[src/rtl/f_reg_pkg.sv]
// f-register bank shared definitions.
// Sizes and the save/restore sequencer state encoding.
package f_reg_pkg;

  localparam int WIDTH  = 16;
  localparam int NREGS  = 16;
  localparam int DEPTH  = 16;
  localparam int SNAP_W = WIDTH * NREGS;
  localparam int DW     = $clog2(DEPTH + 1);

  typedef enum logic [1:0] {
    IDLE = 2'd0,
    SAVE = 2'd1,
    LOAD = 2'd2
  } state_t;

endpackage

[src/rtl/f_reg_seq.sv]
// Call/return sequencer for the f-register bank.
// Tracks nesting depth and flags overflow, underflow and conflicts.
module f_reg_seq
  import f_reg_pkg::*;
(
  input  logic clk,
  input  logic reset,
  input  logic call,
  input  logic ret,
  input  logic restore_valid,
  output logic backup,
  output logic restore,
  output logic busy,
  output logic load_en,
  output logic wr_block,
  output logic ovf,
  output logic unf,
  output logic err
);

  state_t        state;
  logic [DW-1:0] depth;

  logic call_only;
  logic ret_only;
  logic full;
  logic empty;

  assign call_only = call && !ret;
  assign ret_only  = ret && !call;
  assign full      = (depth == DW'(DEPTH));
  assign empty     = (depth == '0);

  // Load happens on the edge where the popped image is presented.
  assign load_en  = (state == LOAD) && restore_valid && !reset;
  assign wr_block = busy;

  always_ff @(posedge clk) begin
    if (reset) begin
      state   <= IDLE;
      depth   <= '0;
      backup  <= 1'b0;
      restore <= 1'b0;
      busy    <= 1'b0;
      ovf     <= 1'b0;
      unf     <= 1'b0;
      err     <= 1'b0;
    end else begin
      err <= 1'b0;
      unique case (state)
        IDLE: begin
          if (call && ret) begin
            err <= 1'b1;
          end else if (call_only && !full) begin
            state  <= SAVE;
            backup <= 1'b1;
            busy   <= 1'b1;
          end else if (call_only) begin
            ovf <= 1'b1;
          end else if (ret_only && !empty) begin
            state   <= LOAD;
            restore <= 1'b1;
            busy    <= 1'b1;
          end else if (ret_only) begin
            unf <= 1'b1;
          end
        end
        SAVE: begin
          state  <= IDLE;
          backup <= 1'b0;
          busy   <= 1'b0;
          depth  <= depth + 1'b1;
        end
        LOAD: begin
          if (restore_valid) begin
            state   <= IDLE;
            restore <= 1'b0;
            busy    <= 1'b0;
            depth   <= depth - 1'b1;
          end
        end
        default: begin
          state   <= IDLE;
          backup  <= 1'b0;
          restore <= 1'b0;
          busy    <= 1'b0;
        end
      endcase
    end
  end

endmodule

[src/rtl/f_reg_bank.sv]
// f-register bank: 16x16 array, two read ports, one write port,
// with call/return snapshot save and restore through the backup stage.
module f_reg_bank
  import f_reg_pkg::*;
(
  input  logic              clk,
  input  logic              reset,
  input  logic [3:0]        rs_addr,
  input  logic [3:0]        rt_addr,
  output logic [WIDTH-1:0]  rs_data,
  output logic [WIDTH-1:0]  rt_data,
  input  logic              we,
  input  logic [3:0]        wr_addr,
  input  logic [WIDTH-1:0]  wr_data,
  input  logic              call,
  input  logic              ret,
  output logic              busy,
  output logic              backup,
  output logic              restore,
  output logic [SNAP_W-1:0] snap_out,
  input  logic [SNAP_W-1:0] snap_in,
  input  logic              restore_valid,
  output logic              ovf,
  output logic              unf,
  output logic              err
);

  logic [WIDTH-1:0] regs [NREGS];
  logic             load_en;
  logic             wr_block;

  f_reg_seq u_seq (
    .clk           (clk),
    .reset         (reset),
    .call          (call),
    .ret           (ret),
    .restore_valid (restore_valid),
    .backup        (backup),
    .restore       (restore),
    .busy          (busy),
    .load_en       (load_en),
    .wr_block      (wr_block),
    .ovf           (ovf),
    .unf           (unf),
    .err           (err)
  );

  always_ff @(posedge clk) begin
    if (reset) begin
      for (int i = 0; i < NREGS; i++) regs[i] <= '0;
    end else if (load_en) begin
      for (int i = 0; i < NREGS; i++)
        regs[i] <= snap_in[WIDTH*i +: WIDTH];
    end else if (we && !wr_block) begin
      regs[wr_addr] <= wr_data;
    end
  end

  assign rs_data = regs[rs_addr];
  assign rt_data = regs[rt_addr];

  always_comb begin
    snap_out = '0;
    for (int i = 0; i < NREGS; i++)
      snap_out[WIDTH*i +: WIDTH] = regs[i];
  end

endmodule

[config.mk]
export PLATFORM = sky130hd
export DESIGN_NAME = f_reg_bank
export DESIGN_NICKNAME = d
export VERILOG_FILES = /design/src/rtl/f_reg_pkg.sv /design/src/rtl/f_reg_seq.sv /design/src/rtl/f_reg_bank.sv
export SDC_FILE = /design/constraint.sdc
export NUM_CORES = 1
export LEC_CHECK = 0
export BUFFER_PORTS_ARGS = -buffer_cell sky130_fd_sc_hd__buf_2
export CAP_MARGIN = 20
export CORE_AREA = 5 5 224 226
export CTS_BUF_LIST = sky130_fd_sc_hd__clkbuf_8
export CTS_CLUSTER_DIAMETER = 80
export DETAILED_ROUTE_END_ITERATION = 10
export DIE_AREA = 0 0 229 231
export SLEW_MARGIN = 15
export SYNTH_ARGS = -nofsm -noshare
export SYNTH_HDL_FRONTEND = slang
export SYNTH_SLANG_ARGS = --single-unit
[constraint.sdc]
create_clock -name clk -period 7.3 [get_ports clk]
set_input_delay 0.365 -clock clk [delete_from_list [all_inputs] [get_ports clk]]
set_output_delay 0.365 -clock clk [all_outputs]
set_load 0.005 [all_outputs]
-- Word-level counts from Yosys, hierarchy flattened
Memories as Yosys holds them, arrays and structs flattened.
Index checks and enable logic that the tools add are counted.
Widths: inputs -> output; s select.
- $add $sub $neg: 2
- equal/unequal tests: 11
- muxes and demuxes: 49
- bitwise gates (word level): 23
- reduce and logical (&&, ||, !) cells: 25
- operators with widths (cell ; count):
    $mux 16 ; 17
    $mux 1 ; 20
    $or 1x1->1 ; 16
    $reduce_or 16->1 ; 1
    $reduce_and 6->1 ; 2
    $mux 2 ; 5
    $pmux 5 s2 ; 1
    $logic_and 1x1->1 ; 8
    $ne 2x2->1 const B ; 4
    $reduce_and 4->1 ; 2
    $not 1->1 ; 7
    $logic_not 1->1 ; 6
    $add 5x1->5 const B ; 1
    $eq 5x5->1 const B ; 1
    $logic_not 5->1 ; 1
    $mux 5 ; 1
    $sub 5x1->5 const B ; 1
    $mux 4 ; 1
    $ne 2x1->1 const B ; 2
    $pmux 1 s2 ; 2
    $pmux 2 s2 ; 1
    $ne 3x1->1 const B ; 1
    $ne 3x3->1 const B ; 1
    $pmux 1 s3 ; 1
    7 further kinds ; 7
- register bits: 13
- memory bits (writable): 256
- input bits: 290
- output and inout bits: 294
- logic and storage cells: 119
- memories kept: 1
- memory list (name ; depth ; bits a word ; rd ports ; clocked after memory_dff ; wr ports ; line ; RTL):
    regs ; 16 ; 16 ; 18 ; 0 ; 16 ; f_reg_bank.sv:28 ; logic [WIDTH-1:0] regs [NREGS];

-- Depth between registers and ports, before layout
Gate-level depths: netlist of the first run.
- depth after elaboration: 8
- mapped depth: 8
- gate-level depth less buffers: 7

-- Modules after synthesis
From an unflattened synthesis of the first run, not the netlist that was laid out.
- cells, all modules: 1090
- area, all modules: 16092.9 um2
- modules (own cells, without submodules) (module ; times used ; cells each ; area an instance (um2) ; sequential area each (um2)):
    f_reg_bank ; 1 ; 1007 ; 15382.3 ; 7687.4
    f_reg_seq ; 1 ; 83 ; 710.7 ; 260.2

-- Worst setup path before layout of the first run
Ideal clock, no wire load.
- kind: input to register
- start point: input port restore_valid
- end point: memory regs[12][0], enable pin
- library setup time: 391 ps
- arrival time: 2108 ps
- required time: 6909 ps
- path slack: 4801 ps
- stages on the path: 5
- path buffers: 2
- cells stage by stage: and3b_1 -> buf_2 -> buf_2 -> or3_4 -> o21ai_1
- RTL lines (item ; line ; RTL):
    start, declared ; f_reg_bank.sv:22 ; input logic restore_valid,
    end, declared ; f_reg_bank.sv:28 ;

-- Worst setup path in the final report of the first run
- start point: input port rs_addr[0]
- end point: output port rs_data[12]
- word-level cells in the longest chain between the ends: 1
- RTL lines (item ; line ; RTL):
    start, declared ; f_reg_bank.sv:8 ; input logic [3:0] rs_addr,
    $mem_v2 16x16 ; - ;
    end, declared ; f_reg_bank.sv:10 ; output logic [WIDTH-1:0] rs_data,
Every way passes these cells.

==> summary.md, run 1 <==
| Metric | Value |
|---|---|
| Outcome | finished, final reports clean |
| CTS H-tree lvls | 2 |
| Height of the die | roughly 230 um |
| Rows | 81 |
| End of the worst register-to-register path | regs[1][10] |
| Number of nets in the finished design | about 2100 |
| Number of buffers on the longest clock path | 3 |
| Delay of the slowest critical-path stage | approximately 0.74 ns |
| Vias/cell | 5.961 |
| Cell count after synthesis | 1203 |
| TritonCTS clock tree | built |
| Number of sinks handled by clock tree synthesis | 269 |
| Die area | around 53000 um^2 |
| Cell with the largest stage delay on the worst path | sky130_fd_sc_hd__buf_4 |
| I/O pin count | 584 |
| Critical path capture point type | primary output |
| Clk_skew | 0.02428 ns |
| Avg Synthesized Cell Area | 13.15 um^2 |
| Top cells by instance count after synthesis | 256 x sky130_fd_sc_hd__edfxtp_1, 148 x sky130_fd_sc_hd__nand2_1, 129 x sky130_fd_sc_hd__a32o_1, 128 x sky130_fd_sc_hd__mux4_2, 106 x sky130_fd_sc_hd__nand2b_1 |
| Gpl congestion | approximately 0.95 |
| Root buffer cell | sky130_fd_sc_hd__clkbuf_8 |
| Internal Power | 2.893 mW |
| Clock insertion delay at the later pin of the skew report | ~0.64 ns |
| Setup repair after global routing missed its margin | false |
| Portion of the post-synthesis area used by sequential elements | between 50% and 60% |
| List of cells traversed by the critical path | buf_4 > buf_4 > mux4_2 > a22oi_1 > nand2_1 > buf_2 |
| Count of synthesis-stage warnings from yosys | 0 |
| Wire length reported by the detailed router | 74.78 mm |
| GRT Overall Usage | about 27% |
| Effective utilization at floorplan | 32.85% |
| Final Cycle Share | ~46% |
| Buffers on Ports | ~600 |
| Maximum vdd drop | around 0.12 mV |
| Remaining number of nets flagged by the antenna check after routing | 0 |
| Power density over cell area | slightly below 200 nW/um^2 |
| Most numerous cell on the critical path | sky130_fd_sc_hd__buf_4 |
| DRC marker count from the first detailed-route iteration | 1704 |
| Total of max-cap violations | 0 |
| Global-route layer with the greatest usage | met2 |
| Post-Synthesis Cell Area | around 16000 um^2 |
| Post-detailed-placement half-perimeter wirelength | between 50 and 60 mm |
| P_sw | roughly 1.2 mW |
| Transition time of the tightest slew-check pin | ~1.1 ns |
| Largest net degree at the start of global routing | roughly 110 |
| Element type at the critical path start | input pin |
| Final-report setup violation count | 0 |
| Switching share of total power | around 29% |
| Vias | 14640 |
| M3 GR Usage | under 10% |
| Met2 track utilization from global routing | 47.28% |
| Time the worst path needs with I/O delays and setup | around 3.3 ns |
| Quantity of gates resized following cts | 0 |
| Number of hold violations in the final report | 0 |
| Max Fanout on Critical Path | 38 |
| Tot Pwr | 4.055 mW |
| Initial antenna violation count | 6 |
| Cell taking the most area after synthesis | sky130_fd_sc_hd__edfxtp_1 |
| X dimension of the die | 229 um |
| Total DRC errors in the routed layout | 0 |
| Vias in the first global route | approximately 15000 |
| Distinct cells, synth | between 40 and 50 |
| Ratio of cells with drive above 1 in the final layout | a little under half |
| Post CTS Setup Buffer Count | 0 |
| Flop-to-flop setup slack | 4.36 ns |
| Worst flop-to-flop path startpoint | u_seq.state[0] |
| Final slew viol count | 0 |
| Fraction of power consumed by sequential logic | around 46% |
| Clock network fraction of total power | a little over a third |
| Number of search-and-repair iterations in the first detailed-routing pass | 6 |
| End of the critical path | rs_data[12] |
| Syn Nets | around 1500 |
| Met1 demand-to-capacity share in global routing | 33.06% |
| Most common cell in the netlist | sky130_fd_sc_hd__edfxtp_1 |
| Post-placement cell count | between 2000 and 2500 |
| Leakage component of the power | about 8.4 nW |
| Post-synth top area share | about half |
| Critical path required time | 6.93 ns |
| Gate power share | 17.4% |
| Post-synth top flop | sky130_fd_sc_hd__edfxtp_1 |
| Total gr overflow | 0 |
| Post-placement cell area | roughly 19000 um^2 |
| F_max | roughly 0.3 GHz |
| Post-synth EDFFs | around 260 |
| Clock-pin slew reported for the worst setup and hold paths after clock tree synthesis | 0.06 ns |
| Area growth, synth to finish | 32.67% |
| Biggest area contributors in the synthesized netlist | sky130_fd_sc_hd__edfxtp_1 49%, sky130_fd_sc_hd__mux4_2 18%, sky130_fd_sc_hd__a32o_1 8.2% |
| Final Instance Count excl. Fillers | 2455 |
| Count of hold-fix buffers inserted at cts | 79 |
| CP arrival | about 3 ns |
| Slew headroom | a little over a quarter |
| Critical Path Start | rs_addr[0] |
| Cts bufs inserted | 52 |
| Worst setup path class | in2out |
| Final non-filler cell area | 20980 um^2 |
| First-pass GRT wire length | around 110 mm |
| Core area | 48140 um^2 |
| Number of cells traversed by the worst register-to-register path | 6 |
| Final sum of negative setup slack | 0 ns |
| Count of state elements after synthesis | 269 |
| WL per Instance | about 30 um |
| Path class of the lowest-slack min-delay path | in2reg |
| Proportion of register bits with asynchronous set or reset after synthesis | 0% |
[layout make-up]
type                            instances  area (um^2)
Multi-Input combinational cell        777         7297
Fill cell                            4477        27160
Inverter                                1        3.754
Timing Repair Buffer                  691         3968
Clock inverter                         40        242.7
Clock buffer                           54        743.2
Sequential cell                       269         7948
Tap cell                              622        778.2
Antenna cell                            1        2.502
[state kept, by name (all words and copies together), names as in the netlist]
| signal | flops |
|---|---|
| regs | 256 |
| u_seq.unf | 1 |
| u_seq.busy | 1 |
| u_seq.state | 2 |
| u_seq.err | 1 |
| u_seq.backup | 1 |
| u_seq.restore | 1 |
| u_seq.ovf | 1 |
| u_seq.depth | 5 |
[worst min-delay path by stage]
stage / from / endpoint / slack [ns] / depth (start not counted)
finish: snap_in[154] / regs[9][10] / 0.04 / 2
global route: snap_in[116] / regs[7][4] / 0.006 / 2
CTS: snap_in[126] / regs[7][14] / 0.00004 / 2
detailed placement: u_seq.backup / u_seq.backup / 0.45 / 1
global placement: u_seq.backup / u_seq.backup / 0.45 / 1
floorplan: u_seq.ovf / u_seq.ovf / 0.46 / 2
[layout by cell type (no fill, tap or decap), types with 2 or more instances in the layout]
cell type,count
sky130_fd_sc_hd__buf_2,579
sky130_fd_sc_hd__nor2_4,2
sky130_fd_sc_hd__dlygate4sd3_1,79
sky130_fd_sc_hd__bufinv_16,3
sky130_fd_sc_hd__xor2_1,2
sky130_fd_sc_hd__a31oi_1,2
sky130_fd_sc_hd__inv_1,27
sky130_fd_sc_hd__and2_1,2
sky130_fd_sc_hd__nor3_1,4
sky130_fd_sc_hd__a32o_1,129
sky130_fd_sc_hd__nand2_1,148
sky130_fd_sc_hd__clkinv_1,5
sky130_fd_sc_hd__o21ai_2,2
sky130_fd_sc_hd__dfxtp_1,13
sky130_fd_sc_hd__nor4_4,7
sky130_fd_sc_hd__clkinvlp_4,2
sky130_fd_sc_hd__nor2_1,12
sky130_fd_sc_hd__a22oi_1,66
sky130_fd_sc_hd__xnor2_1,2
sky130_fd_sc_hd__a22o_1,32
sky130_fd_sc_hd__buf_4,30
sky130_fd_sc_hd__mux4_2,128
sky130_fd_sc_hd__clkbuf_8,54
sky130_fd_sc_hd__edfxtp_1,256
sky130_fd_sc_hd__nor2b_2,2
sky130_fd_sc_hd__nor3_4,5
sky130_fd_sc_hd__nor2_2,2
sky130_fd_sc_hd__clkinv_2,3
sky130_fd_sc_hd__o21ai_0,24
sky130_fd_sc_hd__o21ai_1,75
sky130_fd_sc_hd__and3_1,2
sky130_fd_sc_hd__nand2b_1,106
sky130_fd_sc_hd__nor2b_1,5
[cells by family after synthesis]
group,Yosys count,share of synthesized area [%]
adder cells (fa/ha/maj),1,0.07910
AND/OR/NAND/NOR,308,10.34
multiplexers,131,18.43
flip-flops,269,50.25
buffers and inverters,157,4.177
AO/OA/AOI/OAI,333,16.50
XOR/XNOR,4,0.2216
[critical path, delay by kind of cell]
family	cells	cell delay [ns]
compound gates	1	0.35
simple gates	1	0.23
buf+inv	3	1.39
mux	1	0.59
[power groups by stage]
stage | Clock [mW] | Combinational, mW | Sequential [mW]
after detailed placement | 0 | 0.671 | 1.91
after global routing | 1.56 | 0.750 | 1.88
after floorplan | 0 | 0.322 | 1.87
after CTS | 1.49 | 0.708 | 1.88
final | 1.47 | 0.706 | 1.88
after global placement | 0 | 0.664 | 1.91
[metrics by stage]
stage	util [%]	setup WS, ns	hold slack (ns)
2_1_floorplan	-	4.801	0.4605
3_3_place_gp	39.78	3.792	0.4498
3_5_place_dp	39.84	3.773	0.4499
4_1_cts	43.53	3.770	0.00003653
5_1_grt	43.59	3.684	0.005685
6_report	43.59	3.957	0.03579
[per-layer routing]
| metal | part of all wire [%] | routed length [um] |
|---|---|---|
| met3 | 9.2 | 6910 |
| met1 | 36 | 27140 |
| met4 | 3.7 | 2802 |
| met5 | 0.031 | 23 |
| met2 | 51 | 37900 |
(Power assumes the default switching activity.)
==> run 2, diff against run 1 <==
- clock period: 7.3 -> 3.19 ns (I/O delays scaled with it)
==> run 2 against run 1 <==
Net effect: sequential share of layout area down 3.4 points; clock skew up 0.0040 ns; first-iteration DRC count up 13%; setup slack worse by 3.4 ns; flip-flop and latch count unchanged; utilization up 4.2 points; via count up 7.9%; clock-buffer cell count down 3; non-clock buffer count up 211; final cell count up 8.5%; total power up 130%; largest cell class unchanged; largest power group unchanged.
==> summary.md, run 2 (synthesis results as in run 1) <==
| Metric | Value |
|---|---|
| Outcome | finished, final reports clean |
| Wire length reported by the detailed router | a little under 80 mm |
| Core area | approximately 48000 um^2 |
| Most frequent standard cell in the layout excluding fill and tap cells | sky130_fd_sc_hd__buf_2 |
| Cts bufs inserted | 50 |
| Time the worst path needs with I/O delays and setup | 2.630 ns |
| I/O pin count | 584 |
| Effective utilization at floorplan | 32.85% |
| Worst setup path class | reg2reg |
| Largest net degree at the start of global routing | between 150 and 200 |
| Minimum setup slack in the final design | 0.5597 ns |
| Post-placement cell area | around 20000 um^2 |
| Remaining number of nets flagged by the antenna check after routing | 0 |
| Post-place setup slack | about 0.60 ns |
| Slew headroom | 25.33% |
| Post CTS Setup Buffer Count | 0 |
| Clock-pin slew reported for the worst setup and hold paths after clock tree synthesis | roughly 0.06 ns |
| Vias | about 16000 |
| Biggest registers after layout | regs x256, u_seq.depth x5, u_seq.state x2 |
| Final sum of negative setup slack | 0 ns |
| Switching share of total power | between 20% and 30% |
| Number of sinks handled by clock tree synthesis | approximately 270 |
| Clock insertion delay at the later pin of the skew report | around 0.65 ns |
| Internal Power | 6.559 mW |
| Commonest non-fill, non-tap cells in the layout | 579 x sky130_fd_sc_hd__buf_2, 260 x sky130_fd_sc_hd__dlygate4sd3_1, 256 x sky130_fd_sc_hd__edfxtp_1 |
| First-pass GRT wire length | between 100 and 150 mm |
| Number of flip-flops in the largest register | roughly 260 |
| Total DRC errors in the routed layout | 0 |
| Final Instance Count excl. Fillers | roughly 2700 |
| Clock network fraction of total power | 33.7% |
| Critical path capture point type | register |
| Total gr overflow | 0 |
| Die area | 52900 um^2 |
| Clk_skew | between 0.02 and 0.03 ns |
| Max Fanout on Critical Path | 16 |
| Element type at the critical path start | register |
| Path class of the lowest-slack min-delay path | in2reg |
| Worst hold margin | 0.07577 ns |
| GRT Overall Usage | 27.87% |
| Critical path required time | 3.50 ns |
| Transition time of the tightest slew-check pin | ~1.1 ns |
| Area growth, synth to finish | 45.61% |
| Post-detailed-placement half-perimeter wirelength | around 57 mm |
| Final slew viol count | 0 |
| P_sw | ~2.7 mW |
| Initial antenna violation count | 7 |
| Post-placement cell count | around 2300 |
| Gate power share | 20.2% |
| Total of max-cap violations | 0 |
| Number of search-and-repair iterations in the first detailed-routing pass | 7 |
| TritonCTS clock tree | built |
| Power density over cell area | 402.5 nW/um^2 |
| Ratio of cells with drive above 1 in the final layout | a little over two fifths |
| Number of buffers on the longest clock path | 3 |
| Register name with the most flops | regs |
| Setup repair after global routing missed its margin | false |
| Maximum vdd drop | 0.2634 mV |
| Buffers on Ports | just under 600 |
| CP arrival | just under 3 ns |
| Final-report setup violation count | 0 |
| Root buffer cell | sky130_fd_sc_hd__clkbuf_8 |
| Number of nets in the finished design | roughly 2300 |
| CTS H-tree lvls | 2 |
| Vias in the first global route | about 16000 |
| X dimension of the die | approximately 230 um |
| F_max | 0.3802 GHz |
| Final non-filler cell area | 23030 um^2 |
| DRC marker count from the first detailed-route iteration | ~1900 |
| WL per Instance | ~29 um |
| Leakage component of the power | a little over 9 nW |
| Rows | 81 |
| Gpl congestion | slightly below 1 |
| Final Cycle Share | 82.45% |
| Fraction of power consumed by sequential logic | about 46% |
| Vias/cell | roughly 5.9 |
| Number of hold violations in the final report | 0 |
| Height of the die | around 230 um |
[run 2: through the flow]
step / util, % / power (mW)
after floorplan: - / 5.011
after global placement: 40.58 / 5.918
after detailed placement: 40.58 / 5.942
after CTS: 47.82 / 9.297
after global routing: 47.82 / 9.582
final: 47.84 / 9.268
[run 2: area by class of cell]
type / count / area [um^2]
fill: 4322 / 25110
clock inverter: 37 / 178.9
inverter: 1 / 3.754
clock buffer: 51 / 701.9
tap: 622 / 778.2
sequential: 269 / 7948
timing repair buffer: 902 / 6111
multi-input combinational: 777 / 7297
antenna: 4 / 10.01
[run 2: worst paths after layout]
path / start / to / slack, ns / depth (start not counted)
worst max-delay path: u_seq.state[0] / regs[15][2] / 0.56 / 5
worst min-delay path: wr_data[4] / regs[11][4] / 0.08 / 3
worst min register to register: u_seq.backup / u_seq.backup / 0.48 / 1
worst max register to register: u_seq.state[0] / regs[15][2] / 0.56 / 5
[run 2: what timing repair did]
action / CTS / global route
resized for setup: 0 / 0
hold endpoints to repair: 263 / 0
hold buffers: 260 / 0
[run 2: critical path, cell delays in order, from the launching register on]
cell and delay, ns:
sky130_fd_sc_hd__dfxtp_1 0.56, sky130_fd_sc_hd__and3b_1 0.46, sky130_fd_sc_hd__buf_4 0.31, sky130_fd_sc_hd__nor4_4 0.53, sky130_fd_sc_hd__nand2b_1 0.18, sky130_fd_sc_hd__buf_4 0.26
[run 2: power by group through the flow]
stage,logic [mW],registers [mW],clock network [mW]
after floorplan,0.736,4.28,0
after detailed placement,1.60,4.34,0
after global placement,1.59,4.33,0
final,1.87,4.28,3.12
after global routing,1.98,4.29,3.32
after CTS,1.86,4.27,3.17
[run 2: layer usage]
layer / track usage [%] / vias up / share of wire [%]
met3: 7.244 / 259 / 11
met2: 46.41 / 1270 / 48
met5: 0 / - / 0.036
met1: 33.93 / 7775 / 36
met4: 13.32 / 6 / 5.5
li1: - / 6476 / -
